### src/rtl/halflife_pkg.sv
`default_nettype none
// ============================================================================
//  Module   : halflife_pkg
//  Purpose  : Shared FSM state encoding and default widths for halflife_ctrl.
//  Revision : 1.0 - initial release
// ============================================================================
package halflife_pkg;

    localparam int C_N_DEFAULT  = 4;
    localparam int C_PW_DEFAULT = 8;

    typedef enum logic [2:0] {
        S_IDLE  = 3'd0,
        S_LOAD  = 3'd1,
        S_WAIT  = 3'd2,
        S_DECAY = 3'd3,
        S_DONE  = 3'd4
    } state_t;

endpackage
`default_nettype wire

### src/rtl/halflife_tick.sv
`default_nettype none
// ============================================================================
//  Module   : halflife_tick
//  Purpose  : Half-life prescaler; pulses tick on the last of max(period,1) cycles.
//  Revision : 1.0 - initial release
// ============================================================================
module halflife_tick
    import halflife_pkg::*;
#(
    parameter int PW = C_PW_DEFAULT
) (
    input  logic          clk,
    input  logic          rst,
    input  logic          clr,
    input  logic          en,
    input  logic [PW-1:0] period,
    output logic          tick
);

    logic [PW-1:0] cnt_q;
    logic [PW-1:0] cnt_d;
    logic [PW-1:0] last;

    // A period of 0 behaves exactly like a period of 1.
    assign last = (period == '0) ? '0 : period - PW'(1);
    assign tick = en & ~clr & (cnt_q == last);

    always_comb begin
        cnt_d = cnt_q;
        if (clr) begin
            cnt_d = '0;
        end else if (en) begin
            cnt_d = tick ? '0 : cnt_q + PW'(1);
        end
    end

    always_ff @(posedge clk or negedge rst) begin
        if (!rst) begin
            cnt_q <= '0;
        end else begin
            cnt_q <= cnt_d;
        end
    end

endmodule
`default_nettype wire

### src/rtl/halflife_ctrl.sv
`default_nettype none
// ============================================================================
//  Module   : halflife_ctrl
//  Purpose  : Drives an external counter through repeated halving (half-life
//             decay); optional manual up/down via macro HALFLIFE_MANUAL_EN.
//  Revision : 1.0 - initial release
// ============================================================================
module halflife_ctrl
    import halflife_pkg::*;
#(
    parameter int N  = C_N_DEFAULT,
    parameter int PW = C_PW_DEFAULT
) (
    input  logic          clk,
    input  logic          rst,
    input  logic          start,
    input  logic          abort,
    input  logic [N-1:0]  init_val,
    input  logic [PW-1:0] period,
    input  logic [N-1:0]  cnt_q,
`ifdef HALFLIFE_MANUAL_EN
    input  logic          man_up,
    input  logic          man_down,
`endif
    output logic          ctr_load,
    output logic          ctr_up,
    output logic          ctr_down,
    output logic [N-1:0]  ctr_in,
    output logic          busy,
    output logic          done,
    output logic [N-1:0]  halvings
);

    state_t       state_q;
    state_t       state_d;
    logic [N-1:0] rem_q;
    logic [N-1:0] rem_d;
    logic [N-1:0] halv_q;
    logic [N-1:0] halv_d;
    logic         armed_q;
    logic         tick;
    logic         cnt_zero;
    logic         strobe_ok;
    logic         idle_like;

    assign cnt_zero  = (cnt_q == '0);
    assign idle_like = (state_q == S_IDLE) || (state_q == S_DONE);
    // armed_q keeps every strobe quiet during reset and the first cycle after it.
    assign strobe_ok = armed_q & ~abort;
    assign halvings  = halv_q;

    halflife_tick #(
        .PW (PW)
    ) u_tick (
        .clk    (clk),
        .rst    (rst),
        .clr    (state_q != S_WAIT),
        .en     ((state_q == S_WAIT) && !cnt_zero),
        .period (period),
        .tick   (tick)
    );

    always_ff @(posedge clk or negedge rst) begin
        if (!rst) begin
            state_q <= S_IDLE;
            rem_q   <= '0;
            halv_q  <= '0;
            armed_q <= 1'b0;
        end else begin
            state_q <= state_d;
            rem_q   <= rem_d;
            halv_q  <= halv_d;
            armed_q <= 1'b1;
        end
    end

    always_comb begin
        state_d = state_q;
        if (abort) begin
            state_d = S_IDLE;
        end else begin
            case (state_q)
                S_IDLE, S_DONE: if (start) state_d = S_LOAD;
                S_LOAD:         state_d = S_WAIT;
                S_WAIT: begin
                    if (cnt_zero)  state_d = S_DONE;
                    else if (tick) state_d = S_DECAY;
                end
                S_DECAY:        if (rem_q <= N'(1)) state_d = S_WAIT;
                default:        state_d = S_IDLE;
            endcase
        end
    end

    // Burst length is latched once; DECAY never looks at cnt_q again.
    always_comb begin
        rem_d  = rem_q;
        halv_d = halv_q;
        if (!abort) begin
            if (idle_like && start) begin
                halv_d = '0;
            end
            if ((state_q == S_WAIT) && !cnt_zero && tick) begin
                rem_d  = cnt_q - (cnt_q >> 1);
                halv_d = (halv_q == '1) ? halv_q : halv_q + N'(1);
            end
            if (state_q == S_DECAY) begin
                rem_d = rem_q - N'(1);
            end
        end
    end

    always_comb begin
        ctr_load = 1'b0;
        ctr_up   = 1'b0;
        ctr_down = 1'b0;
        busy     = 1'b0;
        done     = 1'b0;
        case (state_q)
            S_LOAD: begin
                busy     = 1'b1;
                ctr_load = strobe_ok;
            end
            S_WAIT:  busy = 1'b1;
            S_DECAY: begin
                busy     = 1'b1;
                ctr_down = strobe_ok;
            end
            S_DONE:  done = 1'b1;
            default: ;
        endcase
`ifdef HALFLIFE_MANUAL_EN
        if (idle_like && strobe_ok) begin
            ctr_up   = man_up;
            ctr_down = man_down & ~man_up;
        end
`endif
        ctr_in = ctr_load ? init_val : '0;
    end

endmodule
`default_nettype wire

### config.mk
export PLATFORM = sky130hd
export DESIGN_NAME = halflife_ctrl
export DESIGN_NICKNAME = d
export VERILOG_FILES = /design/src/rtl/halflife_pkg.sv /design/src/rtl/halflife_tick.sv /design/src/rtl/halflife_ctrl.sv
export SDC_FILE = /design/constraint.sdc
export NUM_CORES = 1
export LEC_CHECK = 0
export CAP_MARGIN = 20
export CORE_MARGIN = 5
export CORE_UTILIZATION = 32
export CTS_CLUSTER_SIZE = 30
export DETAILED_ROUTE_END_ITERATION = 7
export PLACE_DENSITY = 0.62
export SLEW_MARGIN = 5
export SYNTH_ARGS = -nofsm -noshare
export SYNTH_HDL_FRONTEND = slang
export SYNTH_SLANG_ARGS = --single-unit
### constraint.sdc
create_clock -name clk -period 2.9 [get_ports clk]
set_clock_uncertainty 0.1 [all_clocks]
set_input_delay 0.725 -clock clk [delete_from_list [all_inputs] [get_ports clk]]
set_output_delay 0.725 -clock clk [all_outputs]
set_load 0.01 [all_outputs]
; Yosys cells after proc, flatten, opt, wreduce, memory -nomap -nowiden
; Index checks and enable logic that the tools add are counted.
[totals]
ff_bits = 20
out_inout_bits = 13
elab_cells = 63
[op_classes]
addsub = 5
magnitude_cmp = 1
eq_ne = 11
muxes = 20
n_bitwise = 5
n_reduce_logical = 16
[op_table]
columns = operator, n
row1 = 8-bit 2-to-1 mux, 4
row2 = 4-bit 2-to-1 mux, 6
row3 = 3-bit 2-to-1 mux, 5
row4 = 3-bit one-hot mux with 4 select lines, 1
row5 = "8-bit by 1-bit adder with 8-bit output, second input constant", 1
row6 = 8-bit equality test, 1
row7 = 8-bit zero test, 1
row8 = "8-bit by 1-bit subtractor with 8-bit output, second input constant", 1
row9 = "3-bit by 2-bit equality test with 1-bit output, second input constant", 2
row10 = "3-bit inequality test, second input constant", 2
row11 = 3-bit AND reduction, 2
row12 = 2-bit nonzero test, 3
row13 = "4-bit by 1-bit adder with 4-bit output, second input constant", 1
row14 = "4-bit equality test, second input constant", 1
row15 = "4-bit by 1-bit <= comparator with 1-bit output, second input constant", 1
row16 = 4-bit zero test, 1
row17 = 1-bit 2-to-1 mux, 4
row18 = "4-bit inequality test, second input constant", 1
row19 = "4-bit by 1-bit subtractor with 4-bit output, second input constant", 1
row20 = 4-bit by 3-bit subtractor with 4-bit output, 1
row21 = 1-bit bitwise AND, 3
row22 = "3-bit by 1-bit equality test with 1-bit output, second input constant", 1
row23 = "3-bit equality test, second input constant", 1
row24 = 1-bit logical AND, 3
row25 = 9 further kinds, 10

; Logic depth before layout (Yosys ltp)
; Gate-level depths: netlist (run 1).
[logic_depth]
word_depth = 9
depth_mapped = 10
depth_no_buf = 9

; Cells and area by module
; Synthesis (run 1) repeated with hierarchy kept, for this count alone.
[unflattened]
cells_unflattened = 218
area_unflattened_um2 = 1809.2
[modules_own_cells]
columns = module, n_inst, cells_per_inst, area_each_um2, seq_area_each_um2
row1 = halflife_ctrl, 1, 105, 932.1, 300.3
row2 = halflife_tick, 1, 113, 877.1, 200.2

; Worst setup path before layout (run 1)
; Ideal clock, no wire load.
[synth_timing]
path_kind = input port to flip-flop
startpoint = input port period[0]
endpoint = register halv_q[3], in the netlist halvings[3]
arrival_time_ps = 2989
path_slack_ps = -266
cell_stages = 9
path_cell_list = inv_1 -> ha_1 -> or3b_2 -> or2_1 -> a21o_1 -> a211oi_4 -> nand4_4 -> or4_1 -> a21oi_1
[synth_between]
elab_chain_cells = 7
[synth_lines]
columns = item, line_no
row1 = "start, declared", halflife_ctrl.sv:19  ; input logic [PW-1:0] period,
row2 = 8-bit by 1-bit subtractor with 8-bit output or 8-bit zero test (tied branches), halflife_tick.sv:25  ; assign last = (period == '0) ? '0 : period - PW'(1);
row3 = 8-bit 2-to-1 mux (*), halflife_tick.sv:25
row4 = 8-bit equality test (*), halflife_tick.sv:26  ; assign tick = en & ~clr & (cnt_q == last);
row5 = 1-bit bitwise AND (*), halflife_tick.sv:26
row6 = 1-bit logical AND (*), halflife_ctrl.sv:103  ; if ((state_q == S_WAIT) && !cnt_zero && tick) begin
row7 = 2-bit inequality test (no source line) or 2-bit nonzero test (tied branches), --
row8 = 3-bit AND reduction (no source line), --
row9 = "end signal, assigned", halflife_ctrl.sv:72  ; halv_q <= halv_d;
row10 = "end, declared", halflife_ctrl.sv:38  ; logic [N-1:0] halv_q;
; Every way passes the cells marked *; elsewhere a longest branch is shown, timed or not.
; A chain may end at the register's enable or synchronous reset.

; Worst setup path after layout (run 1)
[layout_timing]
startpoint = input port period[4]
endpoint = register halv_q[3], in the netlist halvings[3]
; Same word-level chain as after synthesis.

==> impl_metrics.json, run 1 <==
{
  "status": "complete, but fails checks",
  "violations": "setup timing",
  "final_cells": 335,
  "synth_common_cells": "dfrtp_1, nor2_1, inv_1",
  "cp-end-kind": "flop",
  "mappedNetlistArea_um2": 1740,
  "slowest_delay_ns": 0.53,
  "synth-edff-count": 0,
  "vias": 1688,
  "die_h_um": 83.7,
  "power_leakage_uw": 0.00117,
  "postSynthCellCount": 202,
  "hold_path.class": "flop to flop",
  "path_class": "input pin to flop",
  "max_freq_mhz": 330,
  "grt_max_degree": 21,
  "setup_viol": 12,
  "diodes": 0,
  "seq_area_frac_synth": 0.288,
  "r2r_slack_ns": 0.57,
  "grt_pass1_wl_um": 7080,
  "fin_crit_ns": 3.03,
  "synth_area_leaders": "dfrtp_1, ha_1, nor2_1, inv_1, a21oi_1",
  "multiInputGateArea_um2": 1200,
  "power_uw": 740,
  "cts_buffer_depth": 2,
  "p_per_area_nw_per_um2": 295,
  "synthArstFlopShare": 1.00,
  "postCtsHoldBufs": 0,
  "num_io_pins": 33,
  "worstPathMaxFanout": 3,
  "htree_levels": 1,
  "globalplace.congestion": 0.804,
  "first_iter_violations": 89,
  "final_core_util": 0.481,
  "drive_gt1_frac": 0.287,
  "reg2regPathDepth": 8,
  "hold_depth": 1,
  "hold_viol": 0,
  "dpl.hpwl_um": 3260,
  "cpMostUsedCell": "or4_4",
  "ir_drop_mv": 0.207,
  "hp-start": "rem_q[1]",
  "layout_setup_ws_ns": -0.134,
  "synth_most_common_cell": "dfrtp_1",
  "holdWs_ns": 0.449,
  "synth.avg_cell_area_um2": 8.60,
  "grt_usage": 0.118,
  "rsz0062_at_grt": "yes",
  "min_to": "rem_q[1]",
  "slew_viol_final": 0,
  "worstPathArrival_ns": 3.13,
  "worstPathRequired_ns": 3.00,
  "rows": 26,
  "timing.max_cap.violations": 0,
  "antenna_found_initial": 0,
  "synth_nets": 233,
  "n_fill_cell": 501,
  "ys_types": 58,
  "ys.flop_type": "dfrtp_1",
  "pre_cts_slack_ns": -0.719,
  "io_buffers": 31,
  "drc_errors": 0,
  "start_kind": "input pin",
  "numCtsBuffers": 3,
  "synthDominantCellAreaShare": 0.288,
  "overflow": 0,
  "clkTransAtPathRegs_ns": 0.08,
  "area_delta_synth_final_pct": 44.1,
  "ant_nets": 0,
  "die_area_um2": 7000,
  "root_buffer": "clkbuf_8",
  "insertion_delay_ns": 0.26,
  "die_w_um": 83.7,
  "initial_core_util": 0.334,
  "wl_per_cell_um": 12.9,
  "crit_chain": "buf_6, or4_4, or4_4, and3_4, a211oi_4, buf_4, nand4_4, or4_4, a21oi_2",
  "reg2reg_to": "halvings[3]",
  "yosys_warnings": 0,
  "ys_seq_elements": 20,
  "coreArea_um2": 5200,
  "worstReg2RegStart": "u_tick.cnt_q[6]",
  "cts.sinks": 20,
  "dr.pass1.iters": 4,
  "ff_latch_area_um2": 500,
  "cp_slowest_cell": "or4_4",
  "synth_area_leader_cell": "dfrtp_1",
  "vias_per_cell": 5.04,
  "dp_cells": 324,
  "tritoncts": "built",
  "grt_pass1_vias": 1570,
  "nets": 298,
  "drt_wl_total_um": 4320,
  "period_share": 1.05
}
-- critical path, delay by kind of cell --
kind            cells  cell delay (ns)
buf+inv             2             0.26
simple gates        5             1.76
compound gates      2             0.38
-- layout make-up --
cell class / count / area share
Multi-Input combinational cell: 156 / 0.479
Timing Repair Buffer: 71 / 0.248
Sequential cell: 20 / 0.200
Tap cell: 70 / 0.0350
Inverter: 15 / 0.0225
Clock buffer: 3 / 0.0165
-- kinds of logic after synthesis --
family                   share of synthesized area
XOR/XNOR                                    0.0504
multiplexers                                0.0180
buffers and inverters                       0.0662
adder cells (fa/ha/maj)                     0.0835
AO/OA/AOI/OAI                                0.231
AND/OR/NAND/NOR                              0.258
flip-flops                                   0.288
other                                      0.00432
-- state kept, by name, summed over array words and instances, names as in the netlist --
| name | count |
|---|---|
| u_tick.cnt_q | 8 |
| rem_q | 4 |
| state_q | 3 |
| armed_q | 1 |
| halvings | 4 |
-- worst max-delay path by stage --
stage	cells after the start	slack, ns	endpoint	from
4_1_cts	9	-0.17	rem_q[0]	period[4]
3_3_place_gp	9	-0.67	rem_q[0]	period[3]
6_report	9	-0.13	halvings[3]	period[4]
2_1_floorplan	8	-0.18	halvings[3]	period[1]
5_1_grt	9	-0.17	halvings[3]	period[4]
3_5_place_dp	9	-0.72	rem_q[0]	period[3]
-- per-layer routing --
layer	vias to the layer above	global-route usage	routed length (um)
met3	4	0.0138	160
met5	-	0	0
li1	853	-	-
met4	0	0.0307	43
met2	35	0.186	2030
met1	796	0.169	2090
-- timing repair --
item,in CTS,in global routing
pin swaps,15,15
resized for setup,32,21
setup buffers,3,5
cloned,0,0
setup endpoints to repair,23,21
-- where the power goes --
part	switching, uW	total (uW)	internal [uW]
Combinational	113	241	127
Clock	95.9	189	92.7
Sequential	16.1	311	295
Total	225	740	515
-- stage by stage --
stage | setup TNS (ns) | cell area [um^2]
2_1_floorplan | -0.663 | 1760
3_3_place_gp | -10.60 | 2330
3_5_place_dp | -11.31 | 2330
4_1_cts | -1.85 | 2410
5_1_grt | -1.58 | 2500
6_report | -0.727 | 2500
-- cells in the final DEF, fill, tap and decap left out, types with 5 or more instances in the layout --
master,count
ha_1,9
nor2_1,19
dlygate4sd2_1,6
buf_4,32
clkdlybuf4s50_1,18
nor2b_1,5
nand2b_1,5
and2_1,5
inv_1,13
dfrtp_1,20
nand3_1,7
buf_6,10
a21oi_1,8
nand2_1,12
Note: power is estimated with default switching activity, not from simulation.
==> inputs of run 2 (changes only) <==
--- a/config.mk
+++ b/config.mk
@@ -6,7 +6,7 @@
 export NUM_CORES = 1
 export LEC_CHECK = 0
 export CAP_MARGIN = 20
-export CORE_MARGIN = 5
+export CORE_MARGIN = 1
 export CORE_UTILIZATION = 32
 export CTS_CLUSTER_SIZE = 30
 export DETAILED_ROUTE_END_ITERATION = 7
==> impl_metrics.json, run 2 (synthesized netlist as in run 1, its figures left out) <==
{
  "status": "complete, but fails checks",
  "violations": "setup timing",
  "final_common_cell": "buf_4",
  "initial_core_util": 0.336,
  "power_uw": 725,
  "cts_buffer_depth": 2,
  "grt_max_degree": 21,
  "power_leakage_uw": 0.00114,
  "nets": 291,
  "largest_reg_flops": 8,
  "setup_viol": 1,
  "area_delta_synth_final_pct": 42.2,
  "worstPathMaxFanout": 4,
  "period_share": 1.01,
  "multiInputGateArea_um2": 1230,
  "tritoncts": "built",
  "max_freq_mhz": 341,
  "coreArea_um2": 5170,
  "io_buffers": 31,
  "final_cells": 328,
  "largest_register": "u_tick.cnt_q",
  "hold_depth": 1,
  "cp-end-kind": "flop",
  "reg2reg_to": "halvings[3]",
  "grt_pass1_vias": 1482,
  "n_fill_cell": 519,
  "drt_wl_total_um": 4140,
  "hold_viol": 0,
  "die_h_um": 75.7,
  "root_buffer": "clkbuf_8",
  "dpl.hpwl_um": 3020,
  "num_io_pins": 33,
  "fin_area_um2": 2470,
  "antenna_found_initial": 0,
  "layout_setup_ws_ns": -0.0297,
  "dr.pass1.iters": 4,
  "cts.sinks": 20,
  "worstPathRequired_ns": 2.99,
  "path_class": "input pin to flop",
  "rows": 26,
  "grt_usage": 0.150,
  "die_w_um": 75.7,
  "die_area_um2": 5730,
  "htree_levels": 1,
  "globalplace.congestion": 0.822,
  "min_to": "rem_q[1]",
  "hold_path.class": "flop to flop",
  "slew_viol_final": 0,
  "hp-start": "rem_q[1]",
  "ir_drop_mv": 0.158,
  "ant_nets": 0,
  "clkTransAtPathRegs_ns": 0.07,
  "timing.max_cap.violations": 0,
  "reg2regPathDepth": 8,
  "overflow": 0,
  "numCtsBuffers": 3,
  "vias_per_cell": 5.01,
  "drc_errors": 0,
  "worstPathArrival_ns": 3.02,
  "postPlaceCellArea_um2": 2300,
  "worstReg2RegStart": "u_tick.cnt_q[4]",
  "p_per_area_nw_per_um2": 294,
  "setup_tns_ns": -0.0297,
  "drive_gt1_frac": 0.279,
  "r2r_slack_ns": 0.50,
  "dp_cells": 319,
  "insertion_delay_ns": 0.26,
  "vias": 1644,
  "grt_pass1_wl_um": 6620,
  "wl_per_cell_um": 12.6,
  "ff_latch_area_um2": 500,
  "diodes": 0,
  "fin_crit_ns": 2.93,
  "first_iter_violations": 99,
  "start_kind": "input pin",
  "rsz0062_at_grt": "yes",
  "final_cell_mix": "buf_4, dfrtp_1, nor2_1, clkdlybuf4s50_1, inv_1"
}
[run 2: changes by cell type in the layout (fill, tap and decap cells not counted), moves of 2 or more]
cell     delta
o21ai_0     +3
buf_6       -2
nor4_1      -2
buf_4       -7
buf_2       +2
o21ai_1     -3
[run 2: area by class of cell]
class	instances	share of cell area
Multi-Input combinational cell	156	0.499
Timing Repair Buffer	64	0.224
Sequential cell	20	0.203
Tap cell	70	0.0354
Inverter	15	0.0228
Clock buffer	3	0.0167
[run 2: power by group]
group          total, uW  switching [uW]  internal (uW)
sequential           311            15.9            295
clock                182            89.5           92.7
combinational        232             113            119
[run 2: worst max path at each step]
stage	from	endpoint	slack, ns	cells after the start
floorplan	period[1]	halvings[3]	-0.18	8
CTS	period[6]	halvings[3]	-0.11	9
detailed placement	period[3]	halvings[3]	-0.66	9
global placement	period[3]	halvings[3]	-0.64	8
global route	period[6]	halvings[3]	-0.09	11
finish	period[6]	halvings[3]	-0.03	9
[run 2: metrics by stage]
stage / setup slack [ns] / hold WS, ns / utilization
finish: -0.0297 / 0.416 / 0.478
global route: -0.0853 / 0.451 / 0.478
CTS: -0.113 / 0.424 / 0.467
detailed placement: -0.656 / 0.404 / 0.444
global placement: -0.642 / 0.416 / 0.444
floorplan: -0.176 / 0.329 / -
[run 2: per-layer routing]
layer | GRT usage | wire length (um) | up-vias
met1 | 0.221 | 2130 | 767
met3 | 0.0159 | 109 | 5
met4 | 0.0309 | 45 | 0
li1 | - | - | 841
met5 | 0 | 0 | -
met2 | 0.238 | 1850 | 31
[run 2: what timing repair did]
action | in CTS | in global routing
pin swaps | 19 | 11
endpoints found under the hold margin | 0 | 0
gates cloned | 1 | 0
buffers inserted | 5 | 0
hold buffers | 0 | 0
resized for setup | 35 | 19
setup endpoints to repair | 23 | 21
[run 2: critical path, stage by stage]
cell      delay [ns]
buf_6           0.09
or4_4           0.54
or4_4           0.43
and3_4          0.19
a211oi_4        0.22
buf_6           0.16
nand4_4         0.10
or4_4           0.43
a21oi_2         0.13
